### src/rtl/rsd_hazard_ctrl.sv
// ---------------------------------------------------------------------------
// rsd_hazard_ctrl
//   Hazard and forwarding controller for the decode-stage RS/RT operand muxes.
//   Tracks a shadow copy of the E/M/W destination registers with their
//   remaining result latency, drives the 2-bit operand mux selects and raises
//   stall/bubble on load-use and HI/LO (multiply/divide) busy hazards.
//
//   Build option: RSD_FORWARD_EN
//     defined   : forwarding through the select muxes, stall only when a
//                 producer cannot deliver in time.
//     undefined : selects tied to the regfile, stall on any in-flight writer
//                 (E, M or W) of a source register.
//
// Ports
//   clk, rst_n         pipeline clock, asynchronous active-low reset
//   freeze             global pipeline hold; all state holds, stall/bubble 0
//   rs_d, rt_d         D-stage source register indices
//   tuse_rs, tuse_rt   cycles until the D instruction needs the operand
//                      (3 = never)
//   dst_d, tnew_d      D-stage destination (0 = none) and result latency
//   md_start_d         00 none, 01 mult-class, 10 div-class
//   md_use_d           D instruction touches HI/LO or starts the MD unit
//   sel_rs, sel_rt     operand mux selects: 0 regfile, 1 M ALU result,
//                      2 W write data, 3 E early value
//   stall              hold PC and the D register
//   bubble_e           load a NOP into E this cycle
// ---------------------------------------------------------------------------
module rsd_hazard_ctrl #(
  parameter int MULT_CYC = 5,
  parameter int DIV_CYC  = 10
) (
  input  logic       clk,
  input  logic       rst_n,
  input  logic       freeze,
  input  logic [4:0] rs_d,
  input  logic [4:0] rt_d,
  input  logic [1:0] tuse_rs,
  input  logic [1:0] tuse_rt,
  input  logic [4:0] dst_d,
  input  logic [1:0] tnew_d,
  input  logic [1:0] md_start_d,
  input  logic       md_use_d,
  output logic [1:0] sel_rs,
  output logic [1:0] sel_rt,
  output logic       stall,
  output logic       bubble_e
);

  localparam int MD_MAX = (DIV_CYC > MULT_CYC) ? DIV_CYC : MULT_CYC;
  localparam int CNT_W  = $clog2(MD_MAX + 1);
  localparam logic [CNT_W-1:0] MULT_LD = CNT_W'(MULT_CYC);
  localparam logic [CNT_W-1:0] DIV_LD  = CNT_W'(DIV_CYC);

  // Shadow pipeline entries
  logic             e_vld_q, m_vld_q, w_vld_q;
  logic [4:0]       e_dst_q, m_dst_q, w_dst_q;
  logic [1:0]       e_tnew_q, m_tnew_q, w_tnew_q;

  // MD tracking: start flag for the op sitting in E, plus the busy counter
  logic             md_e_q;
  logic             md_div_e_q;
  logic [CNT_W-1:0] md_cnt_q;

  logic rs_hit_e, rs_hit_m, rs_hit_w;
  logic rt_hit_e, rt_hit_m, rt_hit_w;
  logic data_stall;
  logic md_busy;
  logic md_stall;
  logic stall_raw;
  logic unused_ok;

  function automatic logic [1:0] dec_sat(input logic [1:0] t);
    return (t == 2'd0) ? 2'd0 : t - 2'd1;
  endfunction

  // Register 0 is hard-wired and never produced by anyone.
  function automatic logic hit(input logic v, input logic [4:0] d, input logic [4:0] s);
    return v && (d == s) && (s != 5'd0);
  endfunction

  always_comb begin
    rs_hit_e = hit(e_vld_q, e_dst_q, rs_d);
    rs_hit_m = hit(m_vld_q, m_dst_q, rs_d);
    rs_hit_w = hit(w_vld_q, w_dst_q, rs_d);
    rt_hit_e = hit(e_vld_q, e_dst_q, rt_d);
    rt_hit_m = hit(m_vld_q, m_dst_q, rt_d);
    rt_hit_w = hit(w_vld_q, w_dst_q, rt_d);
  end

`ifdef RSD_FORWARD_EN
  // Youngest matching stage decides; an unready younger producer selects the
  // regfile rather than falling back to a stale older copy.
  function automatic logic [1:0] fwd_sel(input logic he, input logic hm, input logic hw,
                                         input logic [1:0] te, input logic [1:0] tm);
    if (he)      return (te == 2'd0) ? 2'd3 : 2'd0;
    else if (hm) return (tm == 2'd0) ? 2'd1 : 2'd0;
    else if (hw) return 2'd2;
    else         return 2'd0;
  endfunction

  always_comb begin
    sel_rs     = fwd_sel(rs_hit_e, rs_hit_m, rs_hit_w, e_tnew_q, m_tnew_q);
    sel_rt     = fwd_sel(rt_hit_e, rt_hit_m, rt_hit_w, e_tnew_q, m_tnew_q);
    data_stall = (rs_hit_e && (e_tnew_q > tuse_rs)) ||
                 (rs_hit_m && (m_tnew_q > tuse_rs)) ||
                 (rt_hit_e && (e_tnew_q > tuse_rt)) ||
                 (rt_hit_m && (m_tnew_q > tuse_rt));
  end

  // W latency is never consulted: W data is always forwardable.
  assign unused_ok = ^w_tnew_q;
`else
  // No bypass: W is included because same-cycle regfile write/read is not
  // assumed to be transparent.
  always_comb begin
    sel_rs     = 2'd0;
    sel_rt     = 2'd0;
    data_stall = rs_hit_e || rs_hit_m || rs_hit_w ||
                 rt_hit_e || rt_hit_m || rt_hit_w;
  end

  assign unused_ok = ^{w_tnew_q, tuse_rs, tuse_rt};
`endif

  assign md_busy   = (md_cnt_q != '0);
  // An MD op still in E has not loaded the counter yet, so it counts as busy.
  assign md_stall  = md_use_d && (md_busy || md_e_q);
  assign stall_raw = data_stall || md_stall;
  assign stall     = stall_raw && !freeze;
  assign bubble_e  = stall_raw && !freeze;

  always_ff @(posedge clk or negedge rst_n) begin
    if (!rst_n) begin
      e_vld_q    <= 1'b0;
      e_dst_q    <= 5'd0;
      e_tnew_q   <= 2'd0;
      m_vld_q    <= 1'b0;
      m_dst_q    <= 5'd0;
      m_tnew_q   <= 2'd0;
      w_vld_q    <= 1'b0;
      w_dst_q    <= 5'd0;
      w_tnew_q   <= 2'd0;
      md_e_q     <= 1'b0;
      md_div_e_q <= 1'b0;
      md_cnt_q   <= '0;
    end else if (!freeze) begin
      w_vld_q    <= m_vld_q;
      w_dst_q    <= m_dst_q;
      w_tnew_q   <= dec_sat(m_tnew_q);
      m_vld_q    <= e_vld_q;
      m_dst_q    <= e_dst_q;
      m_tnew_q   <= dec_sat(e_tnew_q);
      e_vld_q    <= !stall_raw;
      e_dst_q    <= dst_d;
      e_tnew_q   <= tnew_d;
      md_e_q     <= !stall_raw && (md_start_d != 2'b00);
      md_div_e_q <= md_start_d[1];
      if (md_e_q) begin
        md_cnt_q <= md_div_e_q ? DIV_LD : MULT_LD;
      end else if (md_busy) begin
        md_cnt_q <= md_cnt_q - 1'b1;
      end
    end
  end

endmodule

### config.mk
export PLATFORM = sky130hd
export DESIGN_NAME = rsd_hazard_ctrl
export DESIGN_NICKNAME = d
export VERILOG_FILES = /design/src/rtl/rsd_hazard_ctrl.sv
export SDC_FILE = /design/constraint.sdc
export NUM_CORES = 1
export LEC_CHECK = 0
export ABC_AREA = 1
export CAP_MARGIN = 0
export CORE_ASPECT_RATIO = 2
export CORE_MARGIN = 1
export CORE_UTILIZATION = 51
export CTS_CLUSTER_DIAMETER = 100
export DETAILED_ROUTE_END_ITERATION = 10
export GPL_ROUTABILITY_DRIVEN = 0
export PLACE_DENSITY = 0.79
export SYNTH_ARGS = -nofsm -noshare
export SYNTH_HDL_FRONTEND = slang
export SYNTH_SLANG_ARGS = --single-unit
### constraint.sdc
create_clock -name clk -period 2.2 [get_ports clk]
set_input_delay 0.66 -clock clk [delete_from_list [all_inputs] [get_ports clk]]
set_output_delay 0.66 -clock clk [all_outputs]
set_load 0.03 [all_outputs]
==> qor.csv <==
stage,metric,value,unit
clocking,CTS H-Tree Depth,1,
min_path,hold wc startpoint,md_cnt_q[0],
global_routing,overflow left after global routing,0,
status,result of the run,"complete, but fails checks",
clocking,source-to-sink clock delay at the later pin of the worst-skew pair,0.26,ns
detailed_routing,DRC violations left,0,
power_and_ir_drop,combinational share of power,34.1,%
finish,final core area utilization,70.37,%
critical_path,critical setup path kind,input pin to output port,
detailed_routing,routed wire length,4.049,mm
critical_path,sort of element at the start of the critical path,input pin,
power_and_ir_drop,power share of the sequential group,42.9,%
sta,clock skew after layout,0.003746,ns
die,core footprint,2943,µm²
sta,Max Clock Freq,0.4372,GHz
detailed_routing,residual antenna-violating net count after detailed routing,0,
clocking,"buffers from clock root to sink, at most",2,
power_and_ir_drop,Int Pwr,861.3,µW
finish,"Design Area, Final",2071,µm²
clocking,clock root buffer master,clkbuf_8,
critical_path,depth of the most critical reg-to-reg path,17,
synthesis,post-synthesis sequential area ratio,38.37,%
power_and_ir_drop,share of total power in the clock network,22.9,%
finish,number of non-filler instances in the completed layout,317,
power_and_ir_drop,total chip power,1.316,mW
sta,final critical-path share of the clock period,104.0,%
critical_path,data arrival time of the worst path,1.63,ns
global_routing,vias in the first global route,1515,
clocking,CTS Hold Bufs,0,
finish,number of nets in the final layout,317,
synthesis,Avg Synthesized Cell Area,6.311,µm²
die,die outline area,3308,µm²
placed_design,"worst slack, placed",-0.5717,ns
power_and_ir_drop,switching power as a share of total power,34.55,%
global_routing,overall routing resource usage,27.87,%
finish,Filler Cell Count,254,
die,starting utilization of the core area,53.19,%
global_routing,antenna violations before repair,0,
power_and_ir_drop,Leakage Power,1.112,nW
finish,multi-input gate area in the final layout,847.1,µm²
detailed_routing,overall via count from detail_route,1629,
placed_design,cell area reported after detailed placement,1849,µm²
min_path,Hold Path Cell Cnt,2,
clocking,number of CTS-inserted buffers,3,
finish,Area Overhead vs Synth,32.29,%
critical_path,launching point of the worst reg2reg path,m_dst_q[4],
die,num ports,33,
synthesis,Syn Inst Count,248,
synthesis,synth warn,0,
sta,unrepaired setup endpoints after global routing,yes,
power_and_ir_drop,Sw Pwr,454.7,µW
sta,post-layout minimum cycle time,2.287,ns
detailed_routing,detailed-router iteration count before antenna repair,4,
status,violations in the final reports,setup timing,
finish,register cell area after layout,600.6,µm²
power_and_ir_drop,largest voltage drop on the vdd net,0.0007488,V
critical_path,CP Data Required Time,1.54,ns
synthesis,post-synthesis cell area,1565,µm²
detailed_routing,Via-to-Cell Ratio,5.139,
finish,share of final-layout standard cells stronger than drive strength 1,24.39,%
sta,number of setup violations in the final report,4,
critical_path,reg2reg setup slack,-0.04,ns
critical_path,endpoint of the worst register-to-register path,e_vld_q,
die,Die Y-Extent,80.35,µm
placed_design,count of port buffers added during placement,22,
placed_design,number of instances in the placed design,304,
finish,"most common cell after layout, fill and taps aside",nand2_1,
critical_path,endpoint kind of the worst setup timing path,output port,
finish,number of diodes added for antenna fixing,0,
synthesis,count of state elements after synthesis,24,
clocking,Sink Count,24,
die,count of standard-cell rows,28,
global_routing,global-route wire length before repair,6.375,mm
critical_path,highest fanout seen on the critical path,3,
finish,highest-count cells in the layout ignoring fill and taps,"nand2_1, nor2_1, dfrtp_1, inv_1",
synthesis,count of distinct cell types in the synthesized netlist,21,
clocking,CTS tree,built,
clocking,"CTS clk-pin slew, worst paths",0.09,ns
global_routing,largest net degree at the start of global routing,26,
die,die extent in x,41.18,µm
flow_run,max capacitance violation total,0,
sta,final hold violation count,0,
power_and_ir_drop,Power Dens Cells,635.5,nW/µm²
sta,Worst Slack Setup Final,-0.08719,ns
detailed_routing,Iter 0 DRT Violations,66,
sta,number of pins exceeding their max-slew limit in the final report,0,
min_path,type of the tightest min-delay check,flip-flop to flip-flop,
min_path,Hold Path End,md_cnt_q[0],
detailed_routing,Wirelength per Cell,12.77,µm
placed_design,placed wire-length estimate after detailed placement,2.927,mm
[power by group through the flow]
stage / sequential [mW] / clock (mW) / combinational, mW
floorplan: 0.554 / 0 / 0.262
global placement: 0.567 / 0 / 0.372
detailed placement: 0.571 / 0 / 0.382
CTS: 0.562 / 0.305 / 0.434
global route: 0.572 / 0.322 / 0.506
finish: 0.565 / 0.302 / 0.449
[sequential cells by signal, indices dropped and copies added (netlist names)]
register	cells
w_vld_q	1
md_e_q	1
md_cnt_q	4
m_vld_q	1
m_dst_q	5
md_div_e_q	1
w_dst_q	5
e_vld_q	1
e_dst_q	5
[per-stage QoR]
step / TNS (ns) / hold WS (ns)
3_3_place_gp: -1.131 / 0.4629
4_1_cts: -0.1883 / 0.4888
2_1_floorplan: 0 / 0.3644
6_report: -0.2921 / 0.4984
3_5_place_dp: -1.140 / 0.4654
5_1_grt: -0.6540 / 0.5191
[cell type report]
class                      instances  share of cell area, %
multi-input combinational        183                  40.91
sequential                        24                  29.00
clock buffer                       4                  2.659
tap                               30                  1.813
timing repair buffer              41                  18.79
inverter                          35                  6.828
[worst max-delay path, stage by stage]
cell	delay [ns]
buf_8	0.10
buf_6	0.11
nand2_2	0.06
nand2_2	0.06
nor2_1	0.08
nand3_1	0.09
nand3_2	0.08
nand2_2	0.06
nand3_2	0.08
nand2_2	0.05
inv_2	0.07
buf_6	0.13
[logic make-up after synthesis]
kind of cell	share of synthesized area, %
buffers and inverters	11.91
other	0.2396
adder cells (fa/ha/maj)	1.598
AND/OR/NAND/NOR	36.37
XOR/XNOR	0.5597
AO/OA/AOI/OAI	10.95
flip-flops	38.37
[synthesized netlist by cell type]
cell | number | area (µm²)
o22ai_1 | 1 | 6.260
buf_2 | 2 | 10.01
nand2_1 | 96 | 360.4
nand4_2 | 1 | 12.51
clkbuf_1 | 2 | 7.510
nand3_1 | 11 | 55.05
conb_1 | 1 | 3.750
o21ai_0 | 21 | 105.1
nand2_2 | 1 | 6.260
dfrtp_1 | 24 | 600.6
inv_1 | 25 | 93.84
o21ai_1 | 7 | 35.03
nor3_1 | 2 | 10.01
nor2_2 | 1 | 6.260
xor2_1 | 1 | 8.760
buf_4 | 5 | 37.54
inv_2 | 10 | 37.54
nand3_2 | 1 | 10.01
ha_1 | 2 | 25.02
nor2_1 | 29 | 108.9
a21oi_1 | 5 | 25.02
[routing by layer]
layer  vias up  routed length (µm)  GRT usage [%]
met3         6                  78          2.762
li1        833                   -              -
met4         0                  71          7.742
met2        32                2386          51.41
met1       758                1513          30.56
met5         -                   0              0
[worst max-delay path by stage]
stage	cells past startpoint	from	slack, ns	end
2_1_floorplan	10	rs_d[2]	0.002	stall
3_3_place_gp	10	rt_d[3]	-0.57	bubble_e
3_5_place_dp	10	rt_d[3]	-0.57	stall
4_1_cts	12	rt_d[4]	-0.09	stall
5_1_grt	12	rs_d[3]	-0.17	bubble_e
6_report	12	rt_d[4]	-0.09	stall
[repair_timing]
action / 4_1_cts / 5_1_grt
hold endpoints to repair: 0 / 0
gates resized for setup: 80 / 11
pin swaps: 20 / 13
buffers inserted: 8 / 1
setup endpoints to repair: 2 / 4
(Power assumes the default switching activity.)
